### src/rtl/uart_stim_tx.sv
// UART transmitter with a small transmit FIFO.
// Frame settings are captured per frame when the head word is popped.
module uart_stim_tx #(
  parameter int DATA_W     = 8,
  parameter int DIV_W      = 16,
  parameter int FIFO_DEPTH = 4
) (
  input  logic                          clk,
  input  logic                          rst,
  input  logic                          wr_en_i,
  input  logic [DATA_W-1:0]             wr_data_i,
  input  logic [DIV_W-1:0]              div_i,
  input  logic [1:0]                    parity_i,
  input  logic                          stop2_i,
  output logic                          tx_o,
  output logic                          busy_o,
  output logic                          full_o,
  output logic                          empty_o,
  output logic [$clog2(FIFO_DEPTH):0]   level_o
);

  localparam int AW = $clog2(FIFO_DEPTH);
  localparam int BW = $clog2(DATA_W);
  localparam logic [BW-1:0] LAST = BW'(DATA_W - 1);
  localparam logic [AW:0] FULL_LVL = (AW+1)'(FIFO_DEPTH);

  typedef enum logic [2:0] {
    IDLE, START, DATA, PARITY, STOP
  } state_t;

  logic [DATA_W-1:0] mem_q [FIFO_DEPTH];
  logic [AW-1:0]     wptr_q, rptr_q;
  logic [AW:0]       level_q;
  logic              push, pop;

  state_t            state_q, state_d;
  logic [DIV_W-1:0]  cnt_q, cnt_d;
  logic [DIV_W-1:0]  div_q, div_d;
  logic [BW-1:0]     bit_q, bit_d;
  logic [DATA_W-1:0] shift_q, shift_d;
  logic              par_en_q, par_en_d;
  logic              pbit_q, pbit_d;
  logic              stop2_q, stop2_d;
  logic              stop_q, stop_d;
  logic              tick;

  assign full_o  = (level_q == FULL_LVL);
  assign empty_o = (level_q == '0);
  assign level_o = level_q;

  // A pop in the same cycle frees the slot, so a full FIFO still accepts
  assign push = wr_en_i && (!full_o || pop);

  always_ff @(posedge clk) begin
    if (push) mem_q[wptr_q] <= wr_data_i;
  end

  always_ff @(posedge clk or posedge rst) begin
    if (rst) begin
      wptr_q  <= '0;
      rptr_q  <= '0;
      level_q <= '0;
    end else begin
      if (push) wptr_q <= wptr_q + AW'(1);
      if (pop)  rptr_q <= rptr_q + AW'(1);
      level_q <= level_q + (AW+1)'(push) - (AW+1)'(pop);
    end
  end

  always_ff @(posedge clk or posedge rst) begin
    if (rst) begin
      state_q  <= IDLE;
      cnt_q    <= '0;
      div_q    <= '0;
      bit_q    <= '0;
      shift_q  <= '0;
      par_en_q <= 1'b0;
      pbit_q   <= 1'b0;
      stop2_q  <= 1'b0;
      stop_q   <= 1'b0;
    end else begin
      state_q  <= state_d;
      cnt_q    <= cnt_d;
      div_q    <= div_d;
      bit_q    <= bit_d;
      shift_q  <= shift_d;
      par_en_q <= par_en_d;
      pbit_q   <= pbit_d;
      stop2_q  <= stop2_d;
      stop_q   <= stop_d;
    end
  end

  always_comb begin
    state_d  = state_q;
    cnt_d    = cnt_q;
    div_d    = div_q;
    bit_d    = bit_q;
    shift_d  = shift_q;
    par_en_d = par_en_q;
    pbit_d   = pbit_q;
    stop2_d  = stop2_q;
    stop_d   = stop_q;
    pop      = 1'b0;
    tick     = (cnt_q == '0);
    unique case (state_q)
      IDLE: pop = !empty_o;
      START: begin
        if (tick) begin
          state_d = DATA;
          cnt_d   = div_q;
          bit_d   = '0;
        end else begin
          cnt_d = cnt_q - DIV_W'(1);
        end
      end
      DATA: begin
        if (tick) begin
          cnt_d = div_q;
          if (bit_q == LAST) begin
            state_d = par_en_q ? PARITY : STOP;
            stop_d  = 1'b0;
          end else begin
            bit_d   = bit_q + BW'(1);
            shift_d = shift_q >> 1;
          end
        end else begin
          cnt_d = cnt_q - DIV_W'(1);
        end
      end
      PARITY: begin
        if (tick) begin
          state_d = STOP;
          cnt_d   = div_q;
          stop_d  = 1'b0;
        end else begin
          cnt_d = cnt_q - DIV_W'(1);
        end
      end
      STOP: begin
        if (!tick) begin
          cnt_d = cnt_q - DIV_W'(1);
        end else if (stop2_q && !stop_q) begin
          stop_d = 1'b1;
          cnt_d  = div_q;
        end else if (!empty_o) begin
          pop = 1'b1;
        end else begin
          state_d = IDLE;
        end
      end
      default: state_d = IDLE;
    endcase
    // Popping the head starts a frame and captures its settings
    if (pop) begin
      state_d  = START;
      cnt_d    = div_i;
      div_d    = div_i;
      shift_d  = mem_q[rptr_q];
      par_en_d = ^parity_i;
      pbit_d   = (^mem_q[rptr_q]) ^ (parity_i == 2'b10);
      stop2_d  = stop2_i;
      stop_d   = 1'b0;
    end
  end

  always_comb begin
    tx_o = 1'b1;
    unique case (state_q)
      START:   tx_o = 1'b0;
      DATA:    tx_o = shift_q[0];
      PARITY:  tx_o = pbit_q;
      default: tx_o = 1'b1;
    endcase
  end

  assign busy_o = (state_q != IDLE);

endmodule

### config.mk
export PLATFORM = sky130hd
export DESIGN_NAME = uart_stim_tx
export DESIGN_NICKNAME = d
export VERILOG_FILES = /design/src/rtl/uart_stim_tx.sv
export SDC_FILE = /design/constraint.sdc
export NUM_CORES = 1
export LEC_CHECK = 0
export BUFFER_PORTS_ARGS = -buffer_cell sky130_fd_sc_hd__buf_2
export CAP_MARGIN = 0
export CORE_UTILIZATION = 40
export CTS_CLUSTER_DIAMETER = 200
export DETAILED_ROUTE_END_ITERATION = 7
export GPL_TIMING_DRIVEN = 0
export PLACE_DENSITY = 0.64
export SYNTH_ARGS = -nofsm -noshare
export SYNTH_HDL_FRONTEND = slang
export SYNTH_SLANG_ARGS = --single-unit
export TNS_END_PERCENT = 10
### constraint.sdc
create_clock -name clk -period 3.29 [get_ports clk]
set_input_delay 0.1645 -clock clk [delete_from_list [all_inputs] [get_ports clk]]
set_output_delay 0.1645 -clock clk [all_outputs]
set_load 0.02 [all_outputs]
# == Yosys cells after proc, flatten, opt, wreduce, memory -nomap -nowiden ==
# Memories as Yosys holds them, arrays and structs flattened.
# Index checks and enable logic that the tools add are counted.
# totals
reg_bits,57
ramBits,32
in_bits,30
output_inout_bits,7
wordCells,101
memories,1
# mem_list
memory,words,word_bits,read_ports,rd_clocked_by_memory_dff,wr,line_no,text
mem_q,4,8,1,0,1,31,logic [DATA_W-1:0] mem_q [FIFO_DEPTH];
# classes
addsub,6
eq_ne,21
muxes,37
bitwise,1
reduce_logical,23
# ops
op,count
$mux W16,4
$mux W3,12
$mux W8,4
$pmux W16 S2,1
$ne A3 B3 Y1 const B,8
$logic_not A16 Y1,1
$sub A16 B1 Y16 const B,1
$pmux W3 S5,1
$mux W1,11
$ne A2 B2 Y1 const B,5
$eq A3 B3 Y1 const B,3
$reduce_and A8 Y1,1
$reduce_xor A8 Y1,1
$eq A3 B2 Y1 const B,2
$logic_not A3 Y1,2
$pmux W1 S3,2
$pmux W3 S2,1
$reduce_and A6 Y1,1
$reduce_bool A2 Y1,3
$reduce_bool A3 Y1,2
$add A2 B1 Y2 const B,2
$ne A4 B4 Y1 const B,1
$reduce_and A4 Y1,1
$reduce_bool A4 Y1,1
other kinds (14),17

# == Depth between registers and ports, before layout ==
# Gate-level depths: netlist of run 1.
# logic_depth
ltp_word,9
depth_mapped,16
depth_no_buf,15

# == Worst setup path before layout of run 1 ==
# No wires, ideal clock.
# synth_path
path_kind,register to register
start,register level_q[2] (netlist: level_o[2])
end,register level_q[2] (netlist: level_o[2])
setup_ps,130
arrival_ps,2942
required_time_ps,3160
path_slack_ps,218
path_stages_with_launch,14
n_path_buf,2
period_less_slack_ps,3072
cell_sequence,dfrtp_1 -> nor3_1 -> nor3_1 -> nand2_2 -> inv_2 -> buf_2 -> buf_4 -> ha_1 -> inv_1 -> ha_1 -> inv_1 -> fa_1 -> xnor2_1 -> xnor2_1
# synth_via
elab_chain_len,9
elab_cells_between_ends,12
classes_between,2 x add/sub; 1 x eq/ne; 4 x mux; 5 x reduce/logical
# synth_rtl
item,line_no,text
start: declaration,33,logic [AW:0] level_q;
start signal: assignment,66,level_q <= level_q + (AW+1)'(push) - (AW+1)'(pop);
$logic_not A3 Y1 *,48,assign empty_o = (level_q == '0);
net empty_o,18,"output logic empty_o,"
$mux W1,146,end else if (!empty_o) begin
$mux W1,143,end else if (stop2_q && !stop_q) begin
$mux W1,141,if (!tick) begin
$pmux W1 S2 *,106,unique case (state_q)
net pop,34,"logic push, pop;"
$logic_or A1 B1 Y1,52,assign push = wr_en_i && (!full_o || pop);
$logic_and A1 B1 Y1,52,
$add A3 B1 Y3,66,
$sub A3 B1 Y3 *,66,
# Mark *: on every way through the listed nets, which the timed path passes. The rest lies on a longest branch.
# A chain may end at the register's enable or synchronous reset.

# == Worst setup path after layout of run 1 ==
# layout_path
start,register cnt_q[0]
end,register level_q[2] (netlist: level_o[2])
# layout_via
elab_chain_len,7
# layout_rtl
item,line_no,text
start: declaration,37,"logic [DIV_W-1:0] cnt_q, cnt_d;"
start signal: assignment,83,cnt_q <= cnt_d;
$logic_not A16 Y1 *,105,tick = (cnt_q == '0);
$mux W1 *,141,
$pmux W1 S2 *,106,
net pop,34,
$logic_or A1 B1 Y1,52,
$logic_and A1 B1 Y1,52,
$add A3 B1 Y3,66,
$sub A3 B1 Y3 *,66,
# Marked as above.

==> flow_metrics.env, run 1 <==
export IMPL_status="complete, no violations"
export IMPL_crit_start="cnt_q[0]$_DFFE_PP0P_"
export IMPL_path_class="reg -> reg"
export IMPL_period_minus_slack_ns=3.104
export IMPL_synthArstFlopShare_pct=64.04
export IMPL_worst_slew_pin_slew_ns=1.095
export IMPL_overflow=0
export IMPL_vias=3196
export IMPL_fin_skew_ns=0.01938
export IMPL_pin_count=37
export IMPL_grt_usage_pct=18.91
export IMPL_viasPerCell=5.336
export IMPL_synth_area_leaders="dfrtp_1 33%, edfxtp_1 22%, nand2_1 7.1%"
export IMPL_initial_core_util_pct=41.70
export IMPL_crit_required_ns=3.58
export IMPL_synth_seq_area_share_pct=54.72
export IMPL_cts_sinks=89
export IMPL_multiInputGateArea_mm2=0.001856
export IMPL_r2r_start="cnt_q[0]$_DFFE_PP0P_"
export IMPL_ctsHtreeMaxLevel=3
export IMPL_max_freq_mhz=322.1
export IMPL_post_route_cell_area_mm2=0.005165
export IMPL_die_h_um=106.4
export IMPL_place_area_mm2=0.004733
export IMPL_nNetsFinal=499
export IMPL_antenna_cells=0
export IMPL_grt_max_degree=32
export IMPL_portBuffers=36
export IMPL_crit_fanout=14
export IMPL_synth_edf_count=32
export IMPL_antenna_left=0
export IMPL_synth_top_area_share_pct=32.69
export IMPL_total_power_mw=4.959
export IMPL_dp_hpwl_um=6707
export IMPL_final_util_pct=49.37
export IMPL_yosysWarnings=0
export IMPL_clockRootBuffer="clkbuf_8"
export IMPL_die_area_mm2=0.01133
export IMPL_post_route_period_util_pct=94.35
export IMPL_max_slew_margin_rel_pct=26.30
export IMPL_synth_common_cells="82 x nand2_1, 57 x dfrtp_1, 32 x edfxtp_1"
export IMPL_synth_most_common_cell="nand2_1"
export IMPL_core_rowCount=37
export IMPL_start_kind="flip-flop"
export IMPL_total_leakage_power_nw=2.177
export IMPL_cts_tree="done"
export IMPL_wirelength_um=9717
export IMPL_synth_cell_type_count=57
export IMPL_maxCapViolations=0
export IMPL_syn_nets=431
export IMPL_synth_seq_cells=89
export IMPL_synth_cells=390
export IMPL_worstHoldStart="div_i[4]"
export IMPL_wl_per_cell_um=16.22
export IMPL_maxSlewViolCount=0
export IMPL_hp_class="in -> reg"
export IMPL_drt_iter0_drc=140
export IMPL_whs_ns=0.009432
export IMPL_cp_arrival_ns=3.39
export IMPL_end_kind="flip-flop"
export IMPL_die_w_um=106.4
export IMPL_cts_max_path_buffers=2
export IMPL_synth_top_area_cell="dfrtp_1"
export IMPL_core_area_mm2=0.01046
export IMPL_setup_violations=0
export IMPL_drc_errors=0
export IMPL_synth_avg_cell_area_um2=11.19
export IMPL_seqCellArea_mm2=0.002387
export IMPL_finalHoldViolations=0
export IMPL_dr_pass1_iters=7
export IMPL_ys_flop_type="dfrtp_1"
export IMPL_cts_buffers=9
export IMPL_clk_pin_slew_ns=0.09
export IMPL_fill_cells=990
export IMPL_pre_cts_ws_ns=-0.2809
export IMPL_fin_ws_ns=0.1858
export IMPL_grt_pass1_wl_um=16150
export IMPL_antenna_found_initial=0
export IMPL_p_per_area_mw_per_mm2=960.1
export IMPL_syn_area_mm2=0.004363
export IMPL_peakVddDrop_uv=420.8
export IMPL_grt_pass1_vias=3154
export IMPL_globalplace_congestion=0.8427
export IMPL_drive_gt1_share_pct=21.81
export IMPL_synthToLayoutAreaGrowth_pct=18.38
export IMPL_clk_latency_ns=0.37
## metal layers
layer	GRT usage (%)	vias up	share of wire, %
li1	-	1532	-
met1	23.46	1573	44
met2	31.86	69	50
met3	3.863	22	3.5
met4	8.317	0	2.7
met5	0	-	0
## stage by stage
| stage | TNS, ns | instances |
|---|---|---|
| finish | 0 | 599 |
| global route | -0.01355 | 599 |
| CTS | 0 | 593 |
| detailed placement | -0.4084 | 563 |
| global placement | -0.3208 | 562 |
| floorplan | 0 | 390 |
## registers in the layout, indices dropped and copies added (netlist names), 2 cells and up
name / cells
mem_q: 32
cnt_q: 16
div_q: 16
shift_q: 8
bit_q: 3
level_o: 3
state_q: 3
rptr_q: 2
wptr_q: 2
## cell usage in the layout, fill, tap and decap left out, types with 3 or more instances in the layout
master	count
mux2i_1	3
xnor2_1	13
clkbuf_1	3
inv_1	13
nor3b_1	4
buf_2	41
edfxtp_1	32
clkbuf_8	9
xor2_1	6
nor2_1	24
buf_4	10
nand2b_1	6
or3_1	5
nor3_1	12
nand3_1	6
and2_1	6
a22oi_1	6
ha_1	9
mux4_2	8
o21ai_0	17
o211ai_1	10
dlygate4sd3_1	12
a21oi_1	4
a31oi_1	10
clkinv_2	3
dfrtp_1	57
nand2_1	82
## layout make-up
type,count,share of cell area [%]
well taps,136,3.295
inverters,16,1.187
clock inverters,7,1.793
clock buffers,9,2.398
repair buffers,58,7.510
multi-input cells,271,35.93
plain buffers,13,1.672
flip-flops and latches,89,46.22
## logic make-up after synthesis
kind of cell,count (synthesis),share of synthesized area [%]
XOR/XNOR,19,3.814
AND/OR/NAND/NOR,159,17.58
multiplexers,14,5.592
flip-flops,89,54.72
buffers and inverters,30,3.298
adder cells (fa/ha/maj),11,3.327
AO/OA/AOI/OAI,68,11.67
## repair_timing
item / in CTS / in global routing
pin swaps: 1 / 3
endpoints found under the hold margin: 46 / 0
hold buffers: 12 / 0
endpoints found under the setup margin: 2 / 2
gates resized for setup: 2 / 6
setup buffers: 3 / 6
## power by group
group	internal [mW]	switching (mW)	total, mW
Combinational	0.968	1.27	2.23
Sequential	1.58	0.307	1.88
Clock	0.427	0.415	0.842
## worst max-delay path: stages (launching register included)
cell,delay (ns)
dfrtp_1,0.41
inv_2,0.08
ha_2,0.19
nor3b_4,0.27
nand4_4,0.17
o21ai_4,0.20
nand2_2,0.10
clkinv_2,0.22
buf_6,0.21
ha_1,0.24
inv_1,0.05
ha_1,0.12
inv_1,0.05
fa_1,0.38
xnor2_1,0.19
xnor2_1,0.14
## final timing paths
kind	to	cells past startpoint	slack (ns)
worst max-delay path	level_o[2]$_DFF_PP0_	15	0.19
max in group asynchronous	cnt_q[9]$_DFFE_PP0P_	4	2.30
worst max register to register	level_o[2]$_DFF_PP0_	15	0.19
min in group asynchronous	div_q[15]$_DFFE_PP0P_	3	0.40
worst min-delay path	div_q[4]$_DFFE_PP0P_	3	0.009
worst min register to register	div_q[7]$_DFFE_PP0P_	2	0.47
Note: power is estimated with default switching activity, not from simulation.
==> run 2: changes to the inputs <==
CTS_BUF_LIST = sky130_fd_sc_hd__clkbuf_4   (was unset)
==> flow_metrics.env, run 2 (synthesized netlist as in run 1, its figures left out) <==
export IMPL_cts_buffers=9
export IMPL_max_slew_margin_rel_pct=28.17
export IMPL_hp_class="in -> reg"
export IMPL_worstHoldStart="parity_i[0]"
export IMPL_clk_pin_slew_ns=0.15
export IMPL_fin_skew_ns=0.02846
export IMPL_rsz0062_at_grt="false"
export IMPL_peakVddDrop_uv=390.9
export IMPL_ctsHtreeMaxLevel=3
export IMPL_portBuffers=36
export IMPL_final_cell_mix="82 x nand2_1, 57 x dfrtp_1, 41 x buf_2, 32 x edfxtp_1, 27 x dlygate4sd3_1"
export IMPL_cts_max_path_buffers=2
export IMPL_end_kind="flip-flop"
export IMPL_r2r_start="cnt_q[1]$_DFFE_PP0P_"
export IMPL_p_per_area_mw_per_mm2=918.7
export IMPL_status="complete, no violations"
export IMPL_antenna_left=0
export IMPL_globalRoute_busiestLayer="met2"
export IMPL_crit_fanout=5
export IMPL_layout_commonest_cell="nand2_1"
export IMPL_reg2reg_depth=16
export IMPL_dp_hpwl_um=6707
export IMPL_die_area_mm2=0.01133
export IMPL_core_rowCount=37
export IMPL_finalSetupTns_ns=0
export IMPL_nNetsFinal=513
export IMPL_viasPerCell=5.250
export IMPL_antenna_cells=0
export IMPL_worst_slew_pin_slew_ns=1.068
export IMPL_use_met1_pct=23.70
export IMPL_cts_tree="done"
export IMPL_grtUsageMet3_pct=3.801
export IMPL_die_w_um=106.4
export IMPL_largest_register_ffs=32
export IMPL_start_kind="flip-flop"
export IMPL_globalplace_congestion=0.8427
export IMPL_drt_iter0_drc=167
export IMPL_maxCapViolations=0
export IMPL_cts_sinks=89
export IMPL_grt_usage_pct=19.02
export IMPL_synthToLayoutAreaGrowth_pct=20.45
export IMPL_crit_start="cnt_q[1]$_DFFE_PP0P_"
export IMPL_period_minus_slack_ns=3.047
export IMPL_clockRootBuffer="clkbuf_4"
export IMPL_post_route_period_util_pct=92.62
export IMPL_grt_max_degree=32
export IMPL_grt_pass1_vias=3193
export IMPL_pin_count=37
export IMPL_initial_core_util_pct=41.70
export IMPL_finalHoldViolations=0
export IMPL_holdPathStages=4
export IMPL_wirelength_um=9798
export IMPL_wl_per_cell_um=15.98
export IMPL_overflow=0
export IMPL_regMostFlops="mem_q"
export IMPL_fill_cells=994
export IMPL_path_class="reg -> reg"
export IMPL_core_area_mm2=0.01046
export IMPL_setup_violations=0
export IMPL_drc_errors=0
export IMPL_maxSlewViolCount=0
export IMPL_grt_pass1_wl_um=16310
export IMPL_cp_arrival_ns=3.42
export IMPL_max_freq_mhz=328.2
export IMPL_crit_required_ns=3.66
export IMPL_die_h_um=106.4
export IMPL_vias=3218
export IMPL_drive_gt1_share_pct=21.17
export IMPL_dr_pass1_iters=4
export IMPL_total_power_mw=4.828
export IMPL_total_leakage_power_nw=2.211
export IMPL_met2_usage_pct=32.42
export IMPL_largestRegisters="mem_q x32, cnt_q x16, div_q x16"
export IMPL_antenna_found_initial=0
export IMPL_clk_latency_ns=0.45
## run 2: changes by cell type in the layout (fill, tap and decap cells not counted), sizes merged
cell / before / now
buf: 55 / 54
clkinv: 4 / 3
dlygate4sd3: 12 / 27
inv: 16 / 17
## run 2: where the power goes
group / switching (mW) / internal [mW]
clock network: 0.397 / 0.308
logic: 1.27 / 0.978
registers: 0.306 / 1.57
total: 1.97 / 2.86
## run 2: through the flow
step | cells | util, % | hold WS, ns | instance area [um^2] | setup WS, ns
after floorplan | 390 | - | 0.2634 | 4363 | 0.2180
after global placement | 562 | 45.05 | 0.3690 | 4713 | -0.2343
after detailed placement | 563 | 45.24 | 0.2794 | 4733 | -0.2809
after CTS | 608 | 49.63 | 0.04319 | 5192 | 0.02367
after global routing | 613 | 50.23 | 0.08229 | 5255 | 0.01858
final | 613 | 50.23 | 0.07267 | 5255 | 0.2428
## run 2: routing by layer
metal | vias to the layer above | part of all wire, %
li1 | 1558 | -
met1 | 1597 | 44
met2 | 49 | 51
met3 | 14 | 3.4
met4 | 0 | 1.7
met5 | - | 0
## run 2: repair_timing
action | in CTS | in global routing
hold buffers | 27 | 0
endpoints found under the hold margin | 90 | 0
endpoints found under the setup margin | 2 | 2
setup buffers | 3 | 5
gates resized for setup | 2 | 8
pin swaps | 1 | 2
## run 2: final cells by class
cell class / count / area [um^2] / area share, %
sequential: 89 / 2387 / 45.43
multi-input combinational: 271 / 1858 / 35.36
timing repair buffer: 72 / 530.5 / 10.10
tap: 136 / 170.2 / 3.238
clock inverter: 7 / 92.59 / 1.762
buffer: 13 / 86.33 / 1.643
clock buffer: 9 / 67.56 / 1.286
inverter: 16 / 62.56 / 1.190
## run 2: final timing paths
| check | to | slack [ns] |
|---|---|---|
| setup / recovery | level_o[2]$_DFF_PP0_ | 0.24 |
| hold / removal | par_en_q$_DFFE_PP0P_ | 0.07 |
| setup reg to reg | level_o[2]$_DFF_PP0_ | 0.24 |
| hold reg to reg | div_q[7]$_DFFE_PP0P_ | 0.48 |
| max in group asynchronous | cnt_q[9]$_DFFE_PP0P_ | 2.38 |
| min in group asynchronous | level_o[2]$_DFF_PP0_ | 0.31 |
## run 2: worst max-delay path: stages, from the launching register on
cell,delay [ns]
dfrtp_1,0.42
inv_1,0.09
ha_2,0.19
nor3b_4,0.27
nand4_4,0.17
o21ai_4,0.20
nand2_2,0.11
buf_8,0.17
a21boi_4,0.15
inv_1,0.06
ha_1,0.28
inv_1,0.05
ha_1,0.12
inv_1,0.05
fa_2,0.33
xnor2_1,0.19
xnor2_1,0.14
==> run 3: changes to the inputs <==
CORE_MARGIN = 2   (was unset)
PLACE_DENSITY = 0.66   (was 0.64)
clock period = 2.6 ns   (was 3.29 ns; I/O delays follow)
==> flow_metrics.env, run 3 (synthesized netlist as in run 1, its figures left out) <==
export IMPL_cts_tree="done"
export IMPL_end_kind="flip-flop"
export IMPL_cts_buffers=9
export IMPL_peakVddDrop_uv=575.9
export IMPL_grt_pass1_vias=3223
export IMPL_antenna_found_initial=0
export IMPL_crit_fanout=2
export IMPL_switching_share_pct=39.98
export IMPL_cts_max_path_buffers=2
export IMPL_clk_pin_slew_ns=0.14
export IMPL_drc_errors=0
export IMPL_die_w_um=108.4
export IMPL_post_route_cell_area_mm2=0.005399
export IMPL_period_minus_slack_ns=2.783
export IMPL_reg2reg_depth=16
export IMPL_antenna_cells=0
export IMPL_drt_iter0_drc=122
export IMPL_viasPerCell=5.192
export IMPL_post_route_period_util_pct=107.0
export IMPL_grt_usage_pct=18.28
export IMPL_vias=3240
export IMPL_pin_count=37
export IMPL_fin_ws_ns=-0.1826
export IMPL_r2r_start="cnt_q[0]$_DFFE_PP0P_"
export IMPL_drive_gt1_share_pct=24.59
export IMPL_crit_required_ns=2.96
export IMPL_holdPathStages=4
export IMPL_globalplace_congestion=0.9202
export IMPL_overflow=0
export IMPL_dr_pass1_iters=5
export IMPL_worstHoldStart="parity_i[0]"
export IMPL_dp_hpwl_um=6698
export IMPL_grt_pass1_wl_um=16200
export IMPL_largest_register_ffs=32
export IMPL_clkPwrFrac_pct=15.1
export IMPL_total_leakage_power_nw=2.257
export IMPL_setup_violations=3
export IMPL_final_cell_mix="82 x nand2_1, 56 x dfrtp_1, 41 x buf_2, 32 x edfxtp_1, 27 x dlygate4sd3_1"
export IMPL_maxCapViolations=0
export IMPL_wirelength_um=10010
export IMPL_largestRegisters="mem_q x32, cnt_q x16, div_q x16"
export IMPL_p_switching_mw=2.553
export IMPL_clk_latency_ns=0.46
export IMPL_reg2reg_slack_ns=-0.18
export IMPL_initial_core_util_pct=40.60
export IMPL_portBuffers=36
export IMPL_hp_class="in -> reg"
export IMPL_synthToLayoutAreaGrowth_pct=23.75
export IMPL_cts_sinks=89
export IMPL_maxSlewViolCount=0
export IMPL_die_area_mm2=0.01176
export IMPL_nNetsFinal=520
export IMPL_violations="setup timing"
export IMPL_finalHoldViolations=0
export IMPL_max_slew_margin_rel_pct=33.83
export IMPL_die_h_um=108.4
export IMPL_start_kind="flip-flop"
export IMPL_holdPathEnd="par_en_q$_DFFE_PP0P_"
export IMPL_power_frac_seq_pct=37.6
export IMPL_cellInternalPower_mw=3.832
export IMPL_p_per_area_mw_per_mm2=1183
export IMPL_grt_max_degree=39
export IMPL_worst_slew_pin_slew_ns=0.9835
export IMPL_core_rowCount=38
export IMPL_combPwrFrac_pct=47.3
export IMPL_fin_skew_ns=0.01560
export IMPL_r2r_end="level_o[2]$_DFF_PP0_"
export IMPL_cp_arrival_ns=3.14
export IMPL_clockRootBuffer="clkbuf_4"
export IMPL_ctsHtreeMaxLevel=3
export IMPL_place_area_mm2=0.004773
export IMPL_rsz0062_at_grt="true"
export IMPL_status="complete, but fails checks"
export IMPL_antenna_left=0
export IMPL_path_class="reg -> reg"
export IMPL_layout_commonest_cell="nand2_1"
export IMPL_max_freq_mhz=359.4
export IMPL_regMostFlops="mem_q"
export IMPL_whs_ns=0.03036
export IMPL_wl_per_cell_um=16.05
export IMPL_core_area_mm2=0.01075
[run 3: changes by cell type in the layout (fill, tap and decap cells not counted), moves of 2 or more]
| cell | delta |
|---|---|
| nor2_2 | +2 |
| nor2_1 | -2 |
| inv_1 | -4 |
| ha_4 | +3 |
| ha_1 | -2 |
| buf_4 | +8 |
| inv_2 | +4 |
[run 3: routing by layer]
| metal | GRT usage, % | routed length [um] |
|---|---|---|
| met1 | 22.37 | 4311 |
| met2 | 30.98 | 4993 |
| met3 | 4.099 | 494 |
| met4 | 7.875 | 214 |
| met5 | 0 | 0 |
[run 3: area by class of cell]
| class | count | area (um^2) |
|---|---|---|
| buffer | 12 | 75.07 |
| inverter | 16 | 62.56 |
| clock buffer | 10 | 75.07 |
| fill | 1022 | 5346 |
| timing repair buffer | 80 | 590.6 |
| tap | 140 | 175.2 |
| clock inverter | 6 | 106.4 |
| sequential | 89 | 2389 |
| multi-input combinational | 271 | 1926 |
[run 3: power groups by stage]
stage	combinational (mW)	clock (mW)	sequential [mW]
detailed placement	2.81	0	2.39
global placement	2.71	0	2.38
CTS	2.93	0.992	2.39
global route	3.34	1.04	2.47
floorplan	2.14	0	2.34
finish	3.02	0.967	2.40
[run 3: critical path, stage by stage, from the launching register on]
cell and delay, ns:
dfrtp_1 0.42, inv_2 0.08, ha_4 0.13, nor3b_4 0.24, nand4_4 0.14, o21ai_4 0.18
nand2_4 0.09, buf_8 0.14, a21boi_4 0.14, inv_2 0.06, ha_4 0.21, inv_2 0.06
ha_4 0.12, inv_2 0.04, fa_2 0.37, xnor2_2 0.14, xnor2_1 0.13
[run 3: worst max path at each step]
stage	from	to	slack, ns
3_3_place_gp	cnt_q[1]$_DFFE_PP0P_	level_o[2]$_DFF_PP0_	-0.82
3_5_place_dp	cnt_q[1]$_DFFE_PP0P_	level_o[2]$_DFF_PP0_	-0.89
4_1_cts	cnt_q[0]$_DFFE_PP0P_	level_o[2]$_DFF_PP0_	-0.29
6_report	cnt_q[0]$_DFFE_PP0P_	level_o[2]$_DFF_PP0_	-0.18
2_1_floorplan	cnt_q[1]$_DFFE_PP0P_	level_o[2]$_DFF_PP0_	-0.38
5_1_grt	cnt_q[0]$_DFFE_PP0P_	level_o[2]$_DFF_PP0_	-0.29
[run 3: per-stage QoR]
step | setup TNS, ns | utilization, % | worst slack (ns) | power [mW] | cells
final | -0.2754 | 50.24 | -0.1826 | 6.385 | 624
after global routing | -0.9213 | 50.24 | -0.2912 | 6.840 | 624
after CTS | -0.4794 | 49.50 | -0.2864 | 6.316 | 619
after detailed placement | -8.976 | 44.42 | -0.8935 | 5.200 | 567
after global placement | -6.714 | 44.24 | -0.8152 | 5.092 | 566
after floorplan | -0.6625 | - | -0.3820 | 4.473 | 390
[run 3: what timing repair did]
item                       in CTS  in global routing
gates resized for setup         5                 11
setup endpoints to repair      35                 36
pin swaps                       7                  3
hold endpoints to repair       84                  0
hold buffers                   27                  0
gates cloned                    0                  0
buffers inserted               11                  5
